### config.mk
export PLATFORM = sky130hd
export DESIGN_NAME = serial_pattern_gen
export DESIGN_NICKNAME = d
export VERILOG_FILES = /design/src/rtl/serial_pattern_gen.sv
export SDC_FILE = /design/constraint.sdc
export NUM_CORES = 1
export LEC_CHECK = 0
export ABC_CLOCK_PERIOD_IN_PS = 1600
export BUFFER_PORTS_ARGS = -buffer_cell sky130_fd_sc_hd__buf_2
export CELL_PAD_IN_SITES_DETAIL_PLACEMENT = 2
export CELL_PAD_IN_SITES_GLOBAL_PLACEMENT = 2
export CORE_MARGIN = 2
export CORE_UTILIZATION = 32
export DETAILED_ROUTE_END_ITERATION = 10
export HOLD_SLACK_MARGIN = 0.03
export PLACE_DENSITY_LB_ADDON = 0.1
export SKIP_LAST_GASP = 1
export SLEW_MARGIN = 20
export SYNTH_ARGS = -nofsm -noshare
export SYNTH_HDL_FRONTEND = slang
export SYNTH_SLANG_ARGS = --single-unit
### constraint.sdc
create_clock -name clk -period 1.6 [get_ports clk]
set_input_delay 0.24 -clock clk [delete_from_list [all_inputs] [get_ports clk]]
set_output_delay 0.24 -clock clk [all_outputs]
set_load 0.01 [all_outputs]
### src/rtl/serial_pattern_gen.sv
// serial_pattern_gen: serial bit-pattern transmitter.
// Latches a pattern, length and repeat count on a start handshake, then shifts
// the pattern out MSB-first one bit per clock. Idle gaps can be placed between
// repetitions. All outputs are registered.
module serial_pattern_gen #(
   parameter int   PAT_W    = 5,
   parameter int   LEN_W    = 3,
   parameter int   CNT_W    = 4,
   parameter int   GAP      = 1,
   parameter logic IDLE_LVL = 1'b0
) (
   input  logic             clk,
   input  logic             rst,
   input  logic             start,
   input  logic [PAT_W-1:0] pattern,
   input  logic [LEN_W-1:0] len,
   input  logic [CNT_W-1:0] reps,
   input  logic             abort,
   output logic             out,
   output logic             valid,
   output logic             frame_start,
   output logic             busy,
   output logic             done
);

   typedef enum logic [1:0] {ST_IDLE, ST_SEND, ST_GAP} state_t;

   // The gap counter keeps at least one bit so the design still elaborates when GAP=0
   localparam int               GAP_CW   = (GAP > 0) ? $clog2(GAP + 1) : 1;
   localparam logic [GAP_CW-1:0] GAP_LOAD = GAP_CW'((GAP > 0) ? GAP - 1 : 0);
   localparam logic [LEN_W-1:0]  PAT_MAX  = LEN_W'(PAT_W);
   localparam logic [LEN_W-1:0]  LEN_ONE  = LEN_W'(1);
   localparam logic [CNT_W-1:0]  CNT_ONE  = CNT_W'(1);

   state_t             state_q, state_d;
   logic [PAT_W-1:0]   pat_q, pat_d;
   logic [LEN_W-1:0]   len_q, len_d;
   logic [LEN_W-1:0]   idx_q, idx_d;
   logic [CNT_W-1:0]   reps_left_q, reps_left_d;
   logic [GAP_CW-1:0]  gap_q, gap_d;
   logic               out_d, valid_d, frame_start_d, busy_d, done_d;

   logic [LEN_W-1:0]   len_in_eff;
   logic [CNT_W-1:0]   reps_in_eff;

   // Select one bit of a pattern by shifting, so the index width need not match the pattern width
   function automatic logic pick_bit(input logic [PAT_W-1:0] pat, input logic [LEN_W-1:0] idx);
      logic [PAT_W-1:0] shifted;
      shifted = pat >> idx;
      return shifted[0];
   endfunction

   // Clamp the requested length to the pattern width and treat a repeat count of zero as one
   always_comb begin
      len_in_eff  = (len > PAT_MAX) ? PAT_MAX : len;
      reps_in_eff = (reps == '0) ? CNT_ONE : reps;
   end

   // Next-state and next-output logic; outputs default to the idle line level
   always_comb begin
      state_d       = state_q;
      pat_d         = pat_q;
      len_d         = len_q;
      idx_d         = idx_q;
      reps_left_d   = reps_left_q;
      gap_d         = gap_q;
      out_d         = IDLE_LVL;
      valid_d       = 1'b0;
      frame_start_d = 1'b0;
      busy_d        = 1'b0;
      done_d        = 1'b0;
      case (state_q)
         ST_IDLE: begin
            if (start && !abort) begin
               if (len == '0) begin
                  done_d = 1'b1;
               end else begin
                  pat_d         = pattern;
                  len_d         = len_in_eff;
                  idx_d         = len_in_eff - LEN_ONE;
                  reps_left_d   = reps_in_eff - CNT_ONE;
                  state_d       = ST_SEND;
                  out_d         = pick_bit(pattern, len_in_eff - LEN_ONE);
                  valid_d       = 1'b1;
                  frame_start_d = 1'b1;
                  busy_d        = 1'b1;
               end
            end
         end
         ST_SEND: begin
            if (abort) begin
               state_d = ST_IDLE;
            end else if (idx_q != '0) begin
               idx_d   = idx_q - LEN_ONE;
               out_d   = pick_bit(pat_q, idx_q - LEN_ONE);
               valid_d = 1'b1;
               busy_d  = 1'b1;
            end else if (reps_left_q != '0) begin
               if (GAP > 0) begin
                  state_d = ST_GAP;
                  gap_d   = GAP_LOAD;
                  busy_d  = 1'b1;
               end else begin
                  idx_d         = len_q - LEN_ONE;
                  reps_left_d   = reps_left_q - CNT_ONE;
                  out_d         = pick_bit(pat_q, len_q - LEN_ONE);
                  valid_d       = 1'b1;
                  frame_start_d = 1'b1;
                  busy_d        = 1'b1;
               end
            end else begin
               state_d = ST_IDLE;
               done_d  = 1'b1;
            end
         end
         ST_GAP: begin
            if (abort) begin
               state_d = ST_IDLE;
            end else if (gap_q == '0) begin
               state_d       = ST_SEND;
               idx_d         = len_q - LEN_ONE;
               reps_left_d   = reps_left_q - CNT_ONE;
               out_d         = pick_bit(pat_q, len_q - LEN_ONE);
               valid_d       = 1'b1;
               frame_start_d = 1'b1;
               busy_d        = 1'b1;
            end else begin
               gap_d  = gap_q - GAP_CW'(1);
               busy_d = 1'b1;
            end
         end
         default: begin
            state_d = ST_IDLE;
         end
      endcase
   end

   // State, latched transfer parameters and registered outputs
   always_ff @(posedge clk or posedge rst) begin
      if (rst) begin
         state_q     <= ST_IDLE;
         pat_q       <= '0;
         len_q       <= '0;
         idx_q       <= '0;
         reps_left_q <= '0;
         gap_q       <= '0;
         out         <= IDLE_LVL;
         valid       <= 1'b0;
         frame_start <= 1'b0;
         busy        <= 1'b0;
         done        <= 1'b0;
      end else begin
         state_q     <= state_d;
         pat_q       <= pat_d;
         len_q       <= len_d;
         idx_q       <= idx_d;
         reps_left_q <= reps_left_d;
         gap_q       <= gap_d;
         out         <= out_d;
         valid       <= valid_d;
         frame_start <= frame_start_d;
         busy        <= busy_d;
         done        <= done_d;
      end
   end

endmodule

==> results.txt, run 1 <==
Share of the synthesized area in the top cell type -> 37.54%
Clock-pin slew on the worst setup and hold paths -> 90 ps
CTS tree -> built
Max-cap violations -> 0
Die Wd -> 71.70 um
Worst-margin pin slew -> 591.3 ps
Die ar. -> 0.005140 mm2
Setup Crit Path Kind -> reg2reg
Cells after Synth -> 142
GRT overflow -> 0
# port buffers -> 20
Yosys warns -> 0
Largest net degree at the start of global routing -> 23
Final-report setup violation count -> 20
Final Cycle Share -> 112.3%
Syn Area/Cell -> 10.33 um2
H-tree level count -> 1
Wire per inst -> 21.49 um
Site Rows -> 24
Simple-gate share of the synthesized area -> 17.41%
Initial antenna violation count -> 0
Iter 0 DRT Violations -> 47
Fin. max-slew vios -> 0
CTS root buf -> clkbuf_8
HPWL after DPL -> 3490 um
Main combinational cell family by area after synthesis -> compound AO/OA/AOI/OAI gates
Psw -> 0.001863 W
DR pass1 iterations -> 4
Worst-Skew Late Latency -> 270 ps
Synth area leaders -> dfrtp_1 38%, ha_1 7.7%, mux2i_1 3.4%
Worst Reg-to-Reg Cells -> 6
Clock power frac -> 9.6%
Layout cell share with drive strength beyond 1 -> 51.52%
First-pass GRT wire length -> 8252 um
Max_slew headroom -> 60.21%
Via count -> 1334
Post-route antenna net violation count -> 0
Synth Area in Adders -> 7.679%
CTS Buf Count -> 3
Hold Vio Cnt, Final -> 0
Post-synth EDFFs -> 0
All-Layer GR Usage -> 20.79%
Max VDD drop -> 1168 uV
Via density per instance -> 5.336
Synth async-reset ratio -> 100.0%
Top FF cell, synth -> dfrtp_1
Pwr dens -> 2054 mW/mm2
Seq pwr share -> 23.4%
Synthesized Nets -> 167
Initial Util -> 33.45%
Fin worst setup slack -> -196.6 ps
Final non-filler cell total -> 250
Max FO, Critical Path -> 7
Failing checks -> setup timing
Static leakage -> 0.9737 nW
Crit path time final -> 1797 ps
Synthesized area -> 0.001466 mm2
Hold WC Path Type -> in2reg
Setup skew after layout -> 1.581 ps
FMAX -> 556.6 MHz
Die height -> 71.70 um
Critical path data required time -> 1740 ps
Seq/Total Area, Yosys -> 37.54%
Crit path DAT -> 1940 ps
Total power -> 0.004396 W
DRC violations left -> 0
Post-synth cell types -> 46
Yosys reg bits -> 22
ANT cells -> 0
Area Growth Syn to Fin -> 45.99%
R2R Setup Slk -> -200 ps
Worst hold stages -> 2
Core ar. -> 0.004384 mm2
Setup TNS Final -> -1776 ps
Post-synthesis xor/xnor area fraction -> 2.389%
RSZ-0062 raised after global routing -> true
Sw frac -> 42.39%
P_int -> 0.002533 W
Fin nets -> 224
CTS Buffer Depth -> 2
RePlAce Congestion -> 0.8095
Hold Worst Slack -> 215.7 ps
Share of synthesized area spent on multiplexers -> 11.26%
Inst Count DP -> 238
Post-synth top area cell -> dfrtp_1
CTS Sinks -> 22
IO Count -> 21
Worst setup EP type -> register
DRT Wirelength -> 5372 um
Compound-Gate Fraction of Synth Area -> 18.34%
Critical Path Source Type -> register
Vias in the first global route -> 1574
Gate power share -> 67.0%
Status -> finished with violations
==> critical path, cell delays in order (launching register included) <==
cell and delay (ps):
dfrtp_2 450, ha_4 220, buf_12 130, mux2i_4 190, ha_4 180, nor4_1 400
a211oi_2 90
==> cells in the final DEF, fill, tap and decap left out, types with 3 or more instances in the layout <==
| cell type | instances |
|---|---|
| o21ai_1 | 6 |
| nand2b_4 | 3 |
| nand2b_1 | 3 |
| clkbuf_8 | 4 |
| nand2_1 | 10 |
| ha_4 | 5 |
| o21ai_0 | 4 |
| mux2_4 | 4 |
| buf_2 | 20 |
| inv_1 | 9 |
| a21oi_1 | 6 |
| ha_1 | 4 |
| dfrtp_1 | 21 |
| buf_6 | 7 |
| inv_2 | 3 |
| a21oi_2 | 4 |
| buf_4 | 25 |
| mux2i_1 | 4 |
| nor2_1 | 6 |
==> sequential cells by signal, summed over array words and instances, names as in the netlist <==
name and cells:
pat_q 5, busy 1, done 1, out 1, len_q 3, frame_start 1
reps_left_q 4, valid 1, state_q 2, idx_q 3
==> timing repair <==
| action | 4_1_cts | 5_1_grt |
|---|---|---|
| endpoints found under the setup margin | 20 | 20 |
| setup buffers | 6 | 3 |
| hold endpoints to repair | 22 | 0 |
| gates cloned | 1 | 0 |
| hold buffers | 1 | 0 |
| gates resized for setup | 21 | 17 |
| pin swaps | 11 | 7 |
==> per-layer routing <==
layer | up-vias | GRT usage (%) | wire, um
met4 | 0 | 5.241 | 52
met3 | 6 | 3.516 | 106
met1 | 677 | 26.41 | 2379
met2 | 16 | 36.63 | 2833
met5 | - | 0 | 0
li1 | 635 | - | -
==> cell type report <==
type / count / area (um2)
inverters: 12 / 45.04
flip-flops and latches: 22 / 551.8
clock buffers: 4 / 55.05
repair buffers: 54 / 396.6
fillers: 483 / 2243
well taps: 52 / 65.06
multi-input cells: 106 / 1027
==> synthesized netlist by cell type, drive strengths merged (2+ instances only) <==
| master | n |
|---|---|
| dfrtp | 22 |
| inv | 12 |
| nand2 | 11 |
| a21oi | 10 |
| o21ai | 10 |
| ha | 9 |
| mux2 | 6 |
| mux2i | 6 |
| nand2b | 6 |
| nor2 | 6 |
| a221oi | 5 |
| nor3 | 4 |
| a211oi | 3 |
| buf | 3 |
| a22o | 2 |
| nand3 | 2 |
| nor4 | 2 |
| xnor2 | 2 |
| xor2 | 2 |
==> cell families (layout without fill, tap and decap cells) <==
logic type,after synthesis,in the layout
simple gates,42,43
compound gates,37,37
flops,22,22
buf+inv,15,70
mux,13,13
fa+ha+maj,9,9
xor+xnor,4,4
==> power by group through the flow <==
stage / sequential [W] / combinational, W / clock, W
floorplan: 0.00101 / 0.00146 / 0
global placement: 0.00100 / 0.00222 / 0
detailed placement: 0.00102 / 0.00231 / 0
CTS: 0.00102 / 0.00260 / 0.000435
global route: 0.00107 / 0.00322 / 0.000455
finish: 0.00103 / 0.00294 / 0.000423
==> final timing paths <==
kind | end | startpoint
max | reps_left_q[2] | state_q[1]
min | pat_q[4] | pattern[4]
max reg2reg | reps_left_q[2] | state_q[1]
min reg2reg | len_q[1] | len_q[1]
max in group asynchronous | state_q[1] | rst
min in group asynchronous | len_q[1] | rst
==> through the flow <==
step	cell area, um2	worst slack, ps	utilization (%)
2_1_floorplan	1511	-126.9	-
3_3_place_gp	1846	-147.5	42.09
3_5_place_dp	1846	-229.1	42.09
4_1_cts	2037	-101.1	46.46
5_1_grt	2141	-246.3	48.83
6_report	2141	-196.6	48.83
Power figures use the tool's default switching activity.
==> run 2, diff against run 1 <==
ABC_CLOCK_PERIOD_IN_PS = 2300   (was 1600)
CORE_UTILIZATION = 39   (was 32)
clock period = 2.3 ns   (was 1.6 ns; I/O delays follow)
==> run 2 against run 1 <==
Net effect:
- the run now ends clean
- sequential share of layout area rose by 7.0 points
- utilization fell by 2.7 points
- global-route usage fell by 0.53 points
- via count fell by 11%
- sequential power fell by 29%
- power fell by 48%
- clock skew rose by 0.70 ps
- design area fell by 22%
- largest cell class unchanged
- largest power group unchanged
- highest routed layer unchanged
==> results.txt, run 2 (synthesis results as in run 1) <==
CTS root buf -> clkbuf_8
CTS Buf Count -> 3 (unchanged)
Top Layer Used -> met4
First-pass GRT wire length -> 6555 um (-21%)
Status -> finished, final reports clean
Via count -> 1193 (-11%)
Fin nets -> 193 (-14%)
HPWL after DPL -> 3154 um (-9.6%)
FF+latch area -> 550.5 um2 (-0.23%)
PostCTS Resize Cnt -> 0 (-100%)
Max-cap violations -> 0 (unchanged)
DR pass1 iterations -> 4 (unchanged)
Slowest stage delay, CP -> 530 ps (+80 ps)
Worst Setup SP -> state_q[0]
Via density per instance -> 5.549 (+4.0%)
Worst path cell trace -> inv_1 -> ha_1 -> nand2b_1 -> buf_4 -> a2111oi_0 -> o21ai_0 -> o311ai_1
Hold WC Path Type -> in2async
Fill cells -> 406 (-16%)
RePlAce Congestion -> 0.8688 (+7.3%)
Critical path's slowest cell -> ha_1
Most common cell after layout, fill and taps aside -> dfrtp_1
Pwr dens -> 1365 mW/mm2 (-34%)
RSZ-0062 raised after global routing -> false
Initial Util -> 40.36% (+6.9 points)
DRT Wirelength -> 3887 um (-28%)
Post-route antenna net violation count -> 0 (unchanged)
Total power -> 0.002290 W (-48%)
Fin worst setup slack -> 174.2 ps (+370.8 ps)
# port buffers -> 20 (unchanged)
DRC violations left -> 0 (unchanged)
Max VDD drop -> 498.6 uV (-57%)
Most flop-heavy register -> pat_q
Die ar. -> 0.004267 mm2 (-17%)
Setup skew after layout -> 2.279 ps (+0.6974 ps)
Hold_buf cts -> 0 (-1)
Commonest cells after routing, fill and taps aside -> 22 x dfrtp_1, 20 x buf_2, 12 x inv_1
Met3 WL -> 72 um (-32%)
Max_slew headroom -> 61.92% (+1.7 points)
Setup TNS Final -> 0 ps (+1776 ps)
M1 wire length -> 1820 um (-23%)
Worst-Skew Late Latency -> 260 ps (about the same)
IO Count -> 21 (unchanged)
Reg2reg start -> state_q[0]
Layout cell share with drive strength beyond 1 -> 30.54% (-21 points)
Setup Buffers After CTS -> 0 (-6)
Vias in the first global route -> 1325 (-16%)
Reg2reg end -> out
Worst-margin pin slew -> 571.1 ps (-20.20 ps)
Setup Crit Path Kind -> reg2reg
Max FFs per register -> 5 (unchanged)
Hold Vio Cnt, Final -> 0 (unchanged)
Critical path data required time -> 2460 ps (+720 ps)
Inst Count DP -> 211 (-11%)
Largest regs -> pat_q: 5 flops, reps_left_q: 4 flops
Pre-CTS setup slack -> 183.5 ps (+412.5 ps)
ANT cells -> 0 (unchanged)
Static leakage -> 0.7768 nW (-20%)
Largest net degree at the start of global routing -> 23 (unchanged)
Die Wd -> 65.32 um (-8.9%)
Die height -> 65.32 um (-8.9%)
Clock-pin slew on the worst setup and hold paths -> 80 ps (about the same)
Worst Reg-to-Reg Cells -> 7 (+1)
Multi-input logic area -> 837.1 um2 (-19%)
Critical Path Source Type -> register
Iter 0 DRT Violations -> 11 (-77%)
CTS Sinks -> 22 (unchanged)
Area Growth Syn to Fin -> 14.42%
Max FO, Critical Path -> 11 (+4)
Site Rows -> 22 (-8.3%)
CTS tree -> built
Worst setup EP type -> register
Wire per inst -> 18.08 um (-16%)
FMAX -> 470.4 MHz (-15%)
Final Cycle Share -> 92.43% (-20 points)
R2R Setup Slk -> 170 ps (+370 ps)
Core ar. -> 0.003633 mm2 (-17%)
CTS Buffer Depth -> 2 (unchanged)
Final-report setup violation count -> 0 (-100%)
Met2 wire length -> 1939 um (-32%)
GRT overflow -> 0 (unchanged)
Crit path DAT -> 2290 ps (+350 ps)
Fin. max-slew vios -> 0 (unchanged)
Initial antenna violation count -> 0 (unchanged)
All-Layer GR Usage -> 20.26% (-0.53 points)
Final non-filler cell total -> 215 (-14%)
Crit path time final -> 2126 ps (+329.2 ps)
H-tree level count -> 1 (unchanged)
-- run 2: changes by cell type in the layout (fill, tap and decap cells not counted), moves of 3 or more --
cell / delta
ha_4: -5
inv_2: -3
o21ai_1: -5
ha_1: +5
buf_4: -21
buf_6: -7
inv_1: +3
o21ai_0: +5
-- run 2: worst max-delay path, delay by kind of cell, from the launching register on --
kind	cells	cell delay [ps]
adders and majority gates	1	530
DFF	1	410
AOI/OAI and AO/OA	3	610
buffers and inverters	2	300
and+or+nand+nor	1	180
-- run 2: routing by layer --
metal | up-vias | global-route usage [%]
met5 | - | 0
met4 | 0 | 6.250
met3 | 6 | 2.226
met2 | 17 | 34.06
met1 | 602 | 27.39
li1 | 568 | -
-- run 2: where the power goes --
part | switching (W) | internal, W | total (W)
Combinational | 0.000707 | 0.000571 | 0.00128
Sequential | 0.000159 | 0.000572 | 0.000731
Clock | 0.000129 | 0.000153 | 0.000281
-- run 2: how the worst max path moves through the flow --
stage / to / slack [ps] / cells past startpoint
final: out / 170 / 7
after floorplan: out / 360 / 6
after global routing: out / 40 / 7
after global placement: out / 250 / 6
after CTS: out / 170 / 7
after detailed placement: out / 180 / 6
-- run 2: cell type report --
class / instances / area share (%)
Clock buffer: 4 / 3.281
Inverter: 12 / 2.685
Multi-Input combinational cell: 105 / 49.89
Sequential cell: 22 / 32.81
Tap cell: 48 / 3.579
Timing Repair Buffer: 24 / 7.755
-- run 2: stage by stage --
step | utilization, % | hold slack, ps | area (um2)
5_1_grt | 46.18 | 150.2 | 1678
3_5_place_dp | 44.66 | 412.1 | 1623
4_1_cts | 46.18 | 120.4 | 1678
2_1_floorplan | - | 334.2 | 1466
6_report | 46.18 | 113.4 | 1678
3_3_place_gp | 44.66 | 398.2 | 1623
